### src/rtl/dmem_copy_engine.sv
// dmem_copy_engine: word copy/fill initiator that drives the single-port dmem.
//
// A start pulse in IDLE latches a request. The engine then either copies len
// words from src to dst as alternating read/write cycles, or fills len words
// at dst with fill_val, one write per cycle. While busy is high the engine
// owns the dmem port. Arbitration with the core is handled outside this block.
//
// Ports
//   clk       rising-edge clock
//   reset     synchronous, active-low
//   start     request strobe, sampled only in IDLE
//   mode      0 = copy, 1 = fill
//   src/dst   source/destination byte addresses (must be word aligned)
//   len       word count
//   fill_val  fill word
//   busy      request in progress (READ/WRITE cycles)
//   done      one-cycle completion pulse for every accepted request
//   err       misalignment flag, sticky until the next accepted start
//   mem_we    dmem write enable
//   mem_a     dmem byte address
//   mem_wd    dmem write data
//   mem_rd    dmem read data, combinational from mem_a
module dmem_copy_engine #(
  parameter int unsigned LEN_W = 16
) (
  input  logic             clk,
  input  logic             reset,
  input  logic             start,
  input  logic             mode,
  input  logic [31:0]      src,
  input  logic [31:0]      dst,
  input  logic [LEN_W-1:0] len,
  input  logic [31:0]      fill_val,
  output logic             busy,
  output logic             done,
  output logic             err,
  output logic             mem_we,
  output logic [31:0]      mem_a,
  output logic [31:0]      mem_wd,
  input  logic [31:0]      mem_rd
);

  localparam int unsigned AW = 32;

  typedef enum logic [1:0] {
    IDLE  = 2'd0,
    READ  = 2'd1,
    WRITE = 2'd2,
    DONE  = 2'd3
  } state_t;

  state_t           state;
  logic             mode_q;
  logic [AW-1:0]    src_q;
  logic [AW-1:0]    dst_q;
  logic [LEN_W-1:0] len_q;
  logic [LEN_W-1:0] idx;

  logic [LEN_W-1:0] idx_nxt;
  logic             last_word;
  logic             misaligned;

  // Byte address of word k relative to base; wraps modulo 2^32.
  function automatic logic [AW-1:0] word_addr(input logic [AW-1:0]    base,
                                              input logic [LEN_W-1:0] k);
    return base + (AW'(k) << 2);
  endfunction

  assign idx_nxt    = idx + LEN_W'(1);
  assign last_word  = (idx_nxt == len_q);
  // Source alignment only matters for copies.
  assign misaligned = (dst[1:0] != 2'b00) || (!mode && (src[1:0] != 2'b00));

  // Single-process FSM. Every output is a register loaded with the value it
  // must carry in the state being entered, so mem_a/mem_wd never depend on
  // mem_rd within the same cycle.
  always_ff @(posedge clk) begin
    if (!reset) begin
      state  <= IDLE;
      busy   <= 1'b0;
      done   <= 1'b0;
      err    <= 1'b0;
      mem_we <= 1'b0;
      mem_a  <= '0;
      mem_wd <= '0;
      idx    <= '0;
      mode_q <= 1'b0;
      src_q  <= '0;
      dst_q  <= '0;
      len_q  <= '0;
    end else begin
      case (state)
        IDLE: begin
          busy   <= 1'b0;
          done   <= 1'b0;
          mem_we <= 1'b0;
          mem_a  <= '0;
          mem_wd <= '0;
          idx    <= '0;
          if (start) begin
            mode_q <= mode;
            src_q  <= src;
            dst_q  <= dst;
            len_q  <= len;
            err    <= misaligned;
            if (misaligned || (len == '0)) begin
              // No memory access: straight to the completion pulse.
              state <= DONE;
              done  <= 1'b1;
            end else if (mode) begin
              state  <= WRITE;
              busy   <= 1'b1;
              mem_we <= 1'b1;
              mem_a  <= dst;
              mem_wd <= fill_val;
            end else begin
              state <= READ;
              busy  <= 1'b1;
              mem_a <= src;
            end
          end
        end

        READ: begin
          // Capture the source word directly into the write-data register.
          state  <= WRITE;
          mem_we <= 1'b1;
          mem_a  <= word_addr(dst_q, idx);
          mem_wd <= mem_rd;
        end

        WRITE: begin
          idx <= idx_nxt;
          if (last_word) begin
            state  <= DONE;
            busy   <= 1'b0;
            done   <= 1'b1;
            mem_we <= 1'b0;
            mem_a  <= '0;
            mem_wd <= '0;
          end else if (mode_q) begin
            // Fill: stay in WRITE, mem_wd keeps the fill word.
            mem_a <= word_addr(dst_q, idx_nxt);
          end else begin
            state  <= READ;
            mem_we <= 1'b0;
            mem_a  <= word_addr(src_q, idx_nxt);
          end
        end

        DONE: begin
          state  <= IDLE;
          done   <= 1'b0;
          busy   <= 1'b0;
          mem_we <= 1'b0;
          mem_a  <= '0;
          mem_wd <= '0;
          idx    <= '0;
        end

        default: begin
          state  <= IDLE;
          busy   <= 1'b0;
          done   <= 1'b0;
          mem_we <= 1'b0;
          mem_a  <= '0;
          mem_wd <= '0;
          idx    <= '0;
        end
      endcase
    end
  end

endmodule
### config.mk
export PLATFORM = sky130hd
export DESIGN_NAME = dmem_copy_engine
export DESIGN_NICKNAME = d
export VERILOG_FILES = /design/src/rtl/dmem_copy_engine.sv
export SDC_FILE = /design/constraint.sdc
export NUM_CORES = 1
export LEC_CHECK = 0
export ABC_AREA = 1
export BUFFER_PORTS_ARGS = -buffer_cell sky130_fd_sc_hd__buf_4
export CAP_MARGIN = 20
export CORE_MARGIN = 8
export CORE_UTILIZATION = 35
export DETAILED_ROUTE_END_ITERATION = 12
export PLACE_DENSITY = 0.64
export SETUP_SLACK_MARGIN = 0.5
export SLEW_MARGIN = 20
export SYNTH_ARGS = -nofsm -noshare
export SYNTH_HDL_FRONTEND = slang
export SYNTH_SLANG_ARGS = --single-unit
### constraint.sdc
create_clock -name clk -period 4.35 [get_ports clk]
set_clock_uncertainty 0.1 [all_clocks]
set_input_delay 0.87 -clock clk [delete_from_list [all_inputs] [get_ports clk]]
set_output_delay 0.87 -clock clk [all_outputs]
set_load 0.1 [all_outputs]
== Word-level counts from Yosys, hierarchy flattened ==
Index checks and enable logic that the tools add are counted.

* Register bits after elaboration: 167
* Bits in latches: 0
* Bits in writable memories: 0
* ROM bits: 0
* Input bits: 148
* Output and inout bits: 68
* Logic and storage cells: 69
* Memories kept: 0

* $add $sub $neg: 4
* Multipliers: 0
* Div/mod/pow operators: 0
* Order comparisons: 0
* Equality and inequality tests: 7
* Shift operators: 0
* Muxes and demuxes: 32
* Bitwise gates (word level): 0
* Reduce and logical (&&, ||, !) cells: 14

{| class="wikitable"
|+ Operator list
! operator !! count
|-
| $mux 32 || 9
|-
| $pmux 32 s4 || 2
|-
| $add 32x18->32 || 3
|-
| $pmux 16 s2 || 1
|-
| $add 16x1->16 const B || 1
|-
| $eq 16x16->1 || 1
|-
| $logic_not 16->1 || 1
|-
| $mux 1 || 11
|-
| $mux 2 || 5
|-
| $pmux 2 s4 || 1
|-
| $pmux 1 s3 || 2
|-
| $reduce_and 2->1 || 3
|-
| $reduce_bool 2->1 || 3
|-
| $eq 2x2->1 const B || 2
|-
| $ne 2x2->1 const B || 2
|-
| $pmux 1 s4 || 1
|-
| $ne 3x3->1 const B || 1
|-
| $reduce_bool 3->1 || 1
|-
| $eq 2x1->1 const B || 1
|-
| $logic_not 2->1 || 1
|-
| $logic_or 1x1->1 || 2
|-
| $reduce_or 2->1 || 1
|-
| $logic_and 1x1->1 || 1
|-
| $logic_not 1->1 || 1
|}

== Depth between registers and ports, before layout ==
Gate-level depths: netlist of run 1.

* Depth after elaboration: 7
* Depth in mapped cells: 23
* Depth with buffers taken out: 22

== Worst setup path after synthesis of run 1 ==
No wires, ideal clock.

* Path type: register to register
* Start: register mode_q
* End: register mem_a[26]
* Library setup time: 0.109 ns
* Arrival time: 3.022 ns
* Data required time: 4.141 ns
* Setup slack: 1.119 ns
* Cell stages (with the launch flop): 23
* Buffers on the path: 4
* Clock period less this slack: 3.231 ns
* Path through: dfxtp_1 > clkbuf_1 > buf_2 > buf_2 > clkbuf_1 > o21ai_0 > ha_1 > fa_1 > nand3_1 > and3_1 > nor2_1 > nand2_1 > nand2_1 > nand2_1 > nand2_1 > nand3_1 > nand2_2 > nand3_1 > nand2_1 > nand3_1 > nand3_1 > nand2_1 > inv_1

* Word-level cells in the longest chain between the ends: 3

{| class="wikitable"
|+ RTL lines
! what !! RTL line !! source
|-
| from (decl) || 53 || <nowiki>logic mode_q;</nowiki>
|-
| from (signal assigned) || 101 || <nowiki>mode_q <= mode;</nowiki>
|-
| $mux 32 || 141 || <nowiki>end else if (mode_q) begin</nowiki>
|-
| $mux 32 || 134 || <nowiki>if (last_word) begin</nowiki>
|-
| $pmux 32 s4 || 92 || <nowiki>case (state)</nowiki>
|-
| to (signal assigned) || 128 || <nowiki>mem_a <= word_addr(dst_q, idx);</nowiki>
|-
| to (signal assigned) || 143 || <nowiki>mem_a <= word_addr(dst_q, idx_nxt);</nowiki>
|-
| to (signal assigned) || 147 || <nowiki>mem_a <= word_addr(src_q, idx_nxt);</nowiki>
|-
| to (decl) || 38 || <nowiki>output logic [31:0] mem_a,</nowiki>
|}

No other way between the ends.
A chain may end at the register's enable or synchronous reset.

== Final worst setup path of run 1 ==
* Start: register mode_q
* End: register mem_a[30]

The elaborated chain is that of the path after synthesis.

==> flow_summary_export.csv, run 1 <==
group,metric,value,unit
run_status,run_status,"complete, no violations",
layout,final_cell_area,0.01272,mm²
global_routing,grt_pass1_wl,59.71,mm
clock_tree,cts-resized-gates,0,
detailed_routing,drc,0,
synthesis,syn_inst,1532,
synthesis,syn_nets,1721,
synthesis,ys.flop_type,"dfxtp_1",
global_routing,grt_overflow,0,
clock_tree,cts_buffer_depth,2,
sta,timing.final.crit_share,0.8190,
synthesis,synth.avg_cell_area,6.658,µm²
setup_path,cp_top_family,"simple AND/OR/NAND/NOR gates",
setup_path,crit_chain,"o21ai_0, ha_1, nand3_1, and3_1, nor2_1, nand2_1, nand2_1, nand2_1, nand2_1, nand3_1, nand2_2, nand4_1, nand3_1, nand3_1, nand2_1, inv_1",
placement,place_hpwl,28.85,mm
die,die_area,0.03486,mm²
layout,final_core_util,0.4431,
placement,portBuffers,215,
power,p_leak,5.634,nW
power,p_per_area,560.1,mW/mm²
detailed_routing,first_pass_iters,5,
placement,place.gp.congestion,0.9313,
synthesis,synth_commonest_cells,"313 x nand2_1, 177 x nor2_1, 167 x dfxtp_1",
setup_path,worst_path_max_delay_cell,"dfxtp_2",
sta,rsz0062_at_grt,"no",
detailed_routing,wl,38.39,mm
setup_path,crit_buf_inv,1,
synthesis,synth_top_area_frac,0.3278,
sta,final.min_clock_period,3.563,ns
detailed_routing,drtIter0Drc,868,
layout,drive_gt1_frac,0.1779,
sta,relSlewSlack,0.2065,
detailed_routing,vias,11230,
global_routing,grt_pass1_vias,10750,
sta,slew_viol_final,0,
clock_tree,cts_tree,"built",
die,row_count,62,
hold_path,min_path_type,"flop to flop",
setup_path,cp_max_fo,41,
layout,nets,1896,
detailed_routing,wl_met2,17.43,mm
synthesis,yosysTopAreaCell,"dfxtp_1",
setup_path,worstSetupEndpointType,"flop",
die,core_area,0.02870,mm²
clock_tree,cts_sinks,167,
layout,multiInputGateArea,0.005996,mm²
setup_path,slowest_delay,0.88,ns
synthesis,synth_cell_types,51,
die,start_util,0.3554,
detailed_routing,wl_per_cell,18.23,µm
detailed_routing,avgViaCountPerCell,5.333,
sta,fin_tns_setup,0,ns
synthesis,yosys_warnings,0,
clock_tree,hold_buffers,0,
sta,hold_violations,0,
layout,n_fill_cell,3024,
die,die_x,186.7,µm
setup_path,crit_required,4.58,ns
clock_tree,post_cts.repair.setup_buffers,0,
die,boundaryPins,216,
detailed_routing,wl_met3,2.870,mm
clock_tree,h-tree-depth,4,
layout,register_area,0.003344,mm²
synthesis,synth.area.top_cells,"dfxtp_1 33%, nand2_1 12%, o21ai_0 8.1%, a21oi_1 7.2%, nor2_1 6.5%",
global_routing,track_usage,0.2114,
detailed_routing,top_layer,"met4",
sta,worstMarginPinSlew,1.189,ns
synthesis,synth_edf_count,0,
setup_path,crit_type,"flop to flop",
detailed_routing,met1_length,16.92,mm
synthesis,async_reset_ff_frac,0,
die,die_h,186.7,µm
layout,area_growth_syn_to_layout,24.68,%
global_routing,antenna_found_initial,2,
sta,setup-violations-final,0,
placement,dpl_cell_area,0.01210,mm²
synthesis,syn_area,0.01020,mm²
clock_tree,clk_pin_slew,0.07,ns
power,peakVddDrop,0.4692,mV
synthesis,seq_area_frac_synth,0.3278,
setup_path,cp-start-kind,"flop",
power,power,7.123,mW
detailed_routing,ant_nets,0,
clock_tree,cts_made_buffers,17,
clock_tree,root_buffer,"clkbuf_16",
global_routing,grt_max_degree,108,
synthesis,synth-seq-cells,167,
run,cap_violations,0,
setup_path,worst_path_most_repeated_cell,"nand2_1",
synthesis,synth.most_common_cell,"nand2_1",
clock_tree,insertion_delay,0.44,ns
setup_path,arrival,3.80,ns
sta,fmax,0.2807,GHz
## flip-flops by register name, summed over array words and instances, names as in the netlist
register and count:
mem_we 1, idx 16, len_q 16, busy 1
state 2, mem_wd 32, dst_q 32, src_q 32
done 1, mem_a 32, mode_q 1, err 1
## stage by stage
stage / setup slack (ns) / hold slack, ns / std cells
5_1_grt: 0.5250 / 0.3663 / 2106
2_1_floorplan: 1.119 / 0.3244 / 1532
3_3_place_gp: 0.9308 / 0.3348 / 2072
4_1_cts: 0.8808 / 0.3542 / 2104
6_report: 0.7875 / 0.3538 / 2106
3_5_place_dp: 0.8784 / 0.3422 / 2072
## final cells by class
cell class	instances	area share
Antenna cell	2	0.0003935
Clock buffer	17	0.03345
Clock inverter	15	0.01456
Inverter	150	0.04477
Multi-Input combinational cell	1143	0.4715
Sequential cell	167	0.2630
Tap cell	384	0.03778
Timing Repair Buffer	228	0.1346
## final timing paths
| check | slack, ns | to | depth (start not counted) | start |
|---|---|---|---|---|
| max | 0.79 | mem_a[30] | 16 | mode_q |
| max reg2reg | 0.79 | mem_a[30] | 16 | mode_q |
| min reg2reg | 0.35 | src_q[15] | 2 | src_q[15] |
| min | 0.35 | src_q[15] | 2 | src_q[15] |
## metal layers
metal / vias up / global-route usage
met2: 497 / 0.3448
met3: 69 / 0.03952
met5: - / 0
met1: 5149 / 0.2737
met4: 0 / 0.07972
li1: 5516 / -
## where the power goes
group / switching [mW] / internal [mW] / total (mW) / leakage [nW]
Sequential: 0.258 / 1.88 / 2.14 / 1.37
Combinational: 2.51 / 0.867 / 3.37 / 3.97
Clock: 0.780 / 0.829 / 1.61 / 0.292
Total: 3.54 / 3.58 / 7.12 / 5.63
## placed cells by master (no fill, tap or decap), types with 3 or more instances in the layout
master,instances
a211oi_1,10
a211oi_2,8
a21o_1,4
a21oi_1,147
a22oi_1,39
a31oi_1,8
a32oi_1,15
and3_1,3
buf_4,228
clkbuf_16,17
clkinv_8,3
dfxtp_1,166
ha_1,39
inv_1,145
inv_8,5
nand2_1,312
nand2_2,7
nand3_1,96
nand3b_1,10
nand4_1,24
nor2_1,175
nor2_2,5
nor3_1,7
nor4_1,8
o211ai_1,5
o21ai_0,165
o21bai_1,3
o22ai_1,4
or2_2,7
xnor2_1,6
xor2_1,14
## cells by family (layout without fill, tap and decap cells)
group,count (synthesis),after routing,synth area share
AND/OR/NAND/NOR,664,664,0.2799
adder cells (fa/ha/maj),41,41,0.05177
AO/OA/AOI/OAI,417,417,0.2352
flip-flops,167,167,0.3278
buffers and inverters,222,410,0.08660
other,0,2,0
XOR/XNOR,21,21,0.01877
## worst register-to-register path: cells and delay by family, from the launching register on
kind	cells	cell delay [ns]
compound gates	1	0.36
simple gates	13	1.61
flops	1	0.88
fa+ha+maj	1	0.47
buf+inv	1	0.05
No activity file was read; power rests on OpenSTA's default activity.
==> inputs of run 2 (changes only) <==
Settings changed: PLACE_DENSITY 0.64 to 0.66.
Clock period 4.35 ns to 3.1 ns, I/O delays scaled along.
==> flow_summary_export.csv, run 2 (synthesis results as in run 1) <==
group,metric,value,unit
run_status,run_status,"complete, no violations",
sta,rsz0062_at_grt,"yes",
detailed_routing,vias,11880,
setup_path,crit_type,"flop to flop",
global_routing,grt_pass1_vias,11510,
setup_path,worstSetupEndpointType,"flop",
clock_tree,root_buffer,"clkbuf_16",
clock_tree,cts_buffer_depth,2,
setup_path,r2r_slack,0.25,ns
power,power,11.15,mW
detailed_routing,drc,0,
setup_path,arrival,3.10,ns
hold_path,worst_hold_startpoint,"src[26]",
global_routing,grt_overflow,0,
sta,hold-worst-slack,0.3276,ns
clock_tree,cts_sinks,167,
detailed_routing,wl,41.21,mm
layout,nets,2001,
sta,relSlewSlack,0.2937,
detailed_routing,first_pass_iters,6,
detailed_routing,avgViaCountPerCell,5.376,
setup_path,r2r-start,"idx[1]",
run,cap_violations,0,
placement,place_hpwl,30.16,mm
placement,portBuffers,215,
detailed_routing,wl_per_cell,18.65,µm
sta,worstMarginPinSlew,1.058,ns
hold_path,min_to,"src_q[26]",
layout,final_cell_mix,"303 x buf_4, 266 x nand2_1, 159 x nor2_1, 153 x dfxtp_1, 144 x o21ai_0",
layout,n_fill_cell,2835,
sta,final.min_clock_period,2.847,ns
setup_path,cp-start-kind,"flop",
power,peakVddDrop,0.5080,mV
placement,dp_cells,2126,
hold_path,min_path_type,"primary input to flop",
die,die_h,186.7,µm
sta,hold_violations,0,
die,start_util,0.3554,
global_routing,antenna_found_initial,1,
clock_tree,h-tree-depth,4,
setup_path,r2r_end,"mem_a[31]",
sta,setup-violations-final,0,
layout,final_common_cell,"buf_4",
sta,fmax,0.3512,GHz
clock_tree,hold_buffers,0,
die,die_x,186.7,µm
hold_path,hold_depth,3,
global_routing,track_usage,0.2209,
layout,drive_gt1_frac,0.3227,
detailed_routing,drtIter0Drc,832,
power,p_per_area,751.6,mW/mm²
sta,timing.final.crit_share,0.9184,
clock_tree,cts_made_buffers,17,
setup_path,crit_required,3.35,ns
die,core_area,0.02870,mm²
die,die_area,0.03486,mm²
setup_path,reg2reg_depth,18,
clock_tree,clk_pin_slew,0.08,ns
layout,area_growth_syn_to_layout,45.38,%
detailed_routing,ant_nets,0,
setup_path,cp_max_fo,5,
clock_tree,insertion_delay,0.46,ns
power,p_leak,6.504,nW
global_routing,grt_pass1_wl,62.19,mm
layout,multiInputGateArea,0.006913,mm²
die,boundaryPins,216,
layout,final_cells,2210,
global_routing,grt_max_degree,70,
sta,slew_viol_final,0,
clock_tree,cts_tree,"built",
placement,place.gp.congestion,0.9405,
die,row_count,62,
layout,register_area,0.003381,mm²
run 2: worst max-delay path by stage:
stage	cells after the start	endpoint	from
floorplan	23	mem_a[20]	mode_q
global placement	20	mem_a[31]	idx[3]
global route	20	mem_a[31]	idx[1]
CTS	22	mem_a[31]	idx[1]
finish	18	mem_a[31]	idx[1]
detailed placement	20	mem_a[23]	idx[3]
run 2: worst max-delay path: stages, from the launching register on:
cell and delay (ns):
dfxtp_4 0.38, ha_4 0.15, nand2_4 0.07, nor2_4 0.16, buf_12 0.13, nand4_1 0.16
nand2_2 0.15, inv_1 0.10, ha_4 0.29, buf_6 0.12, nand3_2 0.11, nor2_4 0.15
nand4_1 0.17, nand3_1 0.16, nand3b_1 0.10, nand3_2 0.10, nand3_2 0.06, nand2_1 0.06
inv_1 0.04
run 2: power breakdown:
part / internal (mW) / leakage (nW) / switching, mW
Sequential: 2.64 / 1.38 / 0.331
Combinational: 1.92 / 4.83 / 3.99
Clock: 1.11 / 0.298 / 1.15
run 2: metrics by stage:
| stage | setup TNS [ns] | worst slack, ns | instance area (µm²) | utilization |
|---|---|---|---|---|
| after floorplan | 0 | 0.3158 | 10300 | - |
| after global placement | -0.3511 | -0.1070 | 12630 | 0.4401 |
| after detailed placement | -0.4937 | -0.1248 | 12630 | 0.4401 |
| after CTS | 0 | 0.2991 | 13980 | 0.4870 |
| after global routing | 0 | 0.1138 | 14830 | 0.5166 |
| final | 0 | 0.2529 | 14830 | 0.5166 |
run 2: per-layer routing:
metal  up-vias  GRT usage  share of wire
met2       481     0.3692           0.48
met5         -          0              0
met3        69    0.04810          0.074
met4         0    0.08735          0.027
li1       5737          -              -
met1      5593     0.2730           0.42
run 2: layout make-up:
| cell class | instances | share of cell area |
|---|---|---|
| Tap cell | 384 | 0.03240 |
| Clock inverter | 15 | 0.01367 |
| Timing Repair Buffer | 333 | 0.1904 |
| Sequential cell | 167 | 0.2280 |
| Multi-Input combinational cell | 1143 | 0.4662 |
| Inverter | 150 | 0.04042 |
| Antenna cell | 1 | 0.0001688 |
| Clock buffer | 17 | 0.02869 |
run 2: repair_timing:
item                       CTS  global route
resized for setup           98           165
setup endpoints to repair   69            69
gates cloned                 5             1
buffers inserted            22            23
pin swaps                   38            67
==> inputs of run 3 (changes only) <==
Settings changed: PLACE_DENSITY 0.66 to 0.64, SKIP_CTS_REPAIR_TIMING set to 1.
Clock period 3.1 ns to 3 ns, I/O delays scaled along.
==> flow_summary_export.csv, run 3 (synthesis results as in run 1) <==
group,metric,value,unit
run_status,run_status,"complete, no violations",
global_routing,grt_max_degree,65,
setup_path,cp_max_fo,4,
detailed_routing,vias,11860,
sta,fin_tns_setup,0,ns
clock_tree,insertion_delay,0.44,ns
layout,n_fill_cell,2859,
setup_path,crit_chain,"ha_4, nand2_4, nor2_4, buf_12, xor2_4, ha_4, nand4_1, o211ai_1, nand3_1, nand2_2, nand2_2, nand2_2, nand2_4, nand2_4, nand2_4, o21ai_2, nand3_2, a21oi_2",
sta,timing.final.crit_share,0.9676,
sta,rsz0062_at_grt,"yes",
layout,final_common_cell,"buf_4",
setup_path,arrival,3.18,ns
global_routing,grt_overflow,0,
detailed_routing,first_pass_iters,6,
die,boundaryPins,216,
setup_path,worstSetupEndpointType,"flop",
detailed_routing,avgViaCountPerCell,5.380,
power,pwr-share-clk,0.207,
detailed_routing,wl_per_cell,18.62,µm
die,row_count,62,
detailed_routing,drtIter0Drc,987,
sta,fmax,0.3445,GHz
power,combPwrFrac,0.518,
clock_tree,cts_buffer_depth,2,
placement,dpl_cell_area,0.01278,mm²
global_routing,grt_pass1_vias,11430,
setup_path,cp-start-kind,"flop",
layout,register_area,0.003376,mm²
die,die_h,186.7,µm
placement,place.gp.congestion,0.9641,
global_routing,track_usage,0.2171,
setup_path,crit_buf_inv,1,
power,internal_power,5.698,mW
sta,final.min_clock_period,2.903,ns
sta,setup_slack,0.09722,ns
global_routing,antenna_found_initial,0,
setup_path,slowest_delay,0.37,ns
power,p_per_area,776.8,mW/mm²
setup_path,r2r_slack,0.1,ns
die,start_util,0.3554,
placement,place_hpwl,30.30,mm
layout,multiInputGateArea,0.006704,mm²
layout,n_antenna_cell,0,
detailed_routing,ant_nets,0,
setup_path,cp_top_family,"simple AND/OR/NAND/NOR gates",
setup_path,worst_path_max_delay_cell,"dfxtp_4",
layout,final_cell_area,0.01450,mm²
detailed_routing,wl,41.06,mm
setup_path,crit_type,"flop to flop",
sta,worstMarginPinSlew,0.7384,ns
power,p_leak,6.394,nW
sta,setup-violations-final,0,
run,cap_violations,0,
global_routing,grt_pass1_wl,61.40,mm
setup_path,crit_required,3.27,ns
clock_tree,cts_sinks,167,
power,pwr-share-seq,0.275,
layout,area_growth_syn_to_layout,42.16,%
power,switching_share,0.4941,
layout,nets,1997,
sta,hold_violations,0,
layout,drive_gt1_frac,0.3042,
placement,portBuffers,215,
layout,final_cell_mix,"307 x buf_4, 276 x nand2_1, 155 x dfxtp_1, 144 x nor2_1, 136 x o21ai_0",
die,die_x,186.7,µm
sta,slew_viol_final,0,
detailed_routing,drc,0,
die,core_area,0.02870,mm²
clock_tree,root_buffer,"clkbuf_16",
setup_path,worst_path_most_repeated_cell,"nand2_4",
clock_tree,cts_tree,"built",
power,peakVddDrop,0.5126,mV
power,power.switching,5.566,mW
sta,relSlewSlack,0.5066,
clock_tree,h-tree-depth,4,
clock_tree,cts_made_buffers,17,
placement,dpl_worst_slack,-0.2072,ns
die,die_area,0.03486,mm²
hold_path,min_path_type,"primary input to flop",
clock_tree,clk_pin_slew,0.08,ns
[run 3: changes by cell type in the layout (fill, tap and decap cells not counted), moves of 10 or more]
cell | before | now
nand3_1 | 71 | 83
nor2_2 | 11 | 21
a21oi_1 | 117 | 128
nand2_1 | 266 | 276
o21ai_1 | 11 | 26
nor2_1 | 159 | 144
a21oi_2 | 28 | 18
[run 3: worst register-to-register path: stages, from the launching register on]
cell      delay, ns
dfxtp_4        0.37
ha_4           0.17
nand2_4        0.07
nor2_4         0.06
buf_12         0.12
xor2_4         0.19
ha_4           0.29
nand4_1        0.07
o211ai_1       0.33
nand3_1        0.14
nand2_2        0.16
nand2_2        0.07
nand2_2        0.10
nand2_4        0.08
nand2_4        0.09
nand2_4        0.07
o21ai_2        0.13
nand3_2        0.10
a21oi_2        0.14
[run 3: path summary, 6_finish.rpt]
path	depth (start not counted)	from	to
max	18	idx[0]	mem_a[27]
min	3	src[25]	src_q[25]
max reg2reg	18	idx[0]	mem_a[27]
min reg2reg	2	src_q[7]	src_q[7]
[run 3: through the flow]
stage / power (mW) / std cells / util / hold WS (ns)
after floorplan: 6.740 / 1532 / - / 0.3244
after global placement: 8.220 / 2138 / 0.4450 / 0.3353
after detailed placement: 8.257 / 2138 / 0.4452 / 0.3422
after CTS: 10.59 / 2170 / 0.4670 / 0.3101
after global routing: 11.87 / 2205 / 0.5052 / 0.3127
final: 11.26 / 2205 / 0.5052 / 0.3188
[run 3: power groups by stage]
stage	logic, mW	registers [mW]	clock network, mW
CTS	5.16	3.07	2.37
global placement	5.12	3.10	0
floorplan	2.34	4.40	0
detailed placement	5.15	3.11	0
finish	5.83	3.10	2.33
global route	6.26	3.16	2.46
[run 3: metal layers]
metal	vias up	track usage	wire length [µm]
met5	-	0	0
met4	0	0.08735	1304
met3	73	0.04512	2987
met2	470	0.3546	19220
met1	5571	0.2760	17550
li1	5749	-	-
[run 3: cell type report]
| class | instances | share of cell area |
|---|---|---|
| timing repair buffer | 329 | 0.1875 |
| clock buffer | 17 | 0.02934 |
| clock inverter | 15 | 0.01389 |
| tap | 384 | 0.03313 |
| inverter | 150 | 0.04099 |
| multi-input combinational | 1143 | 0.4623 |
| sequential | 167 | 0.2328 |
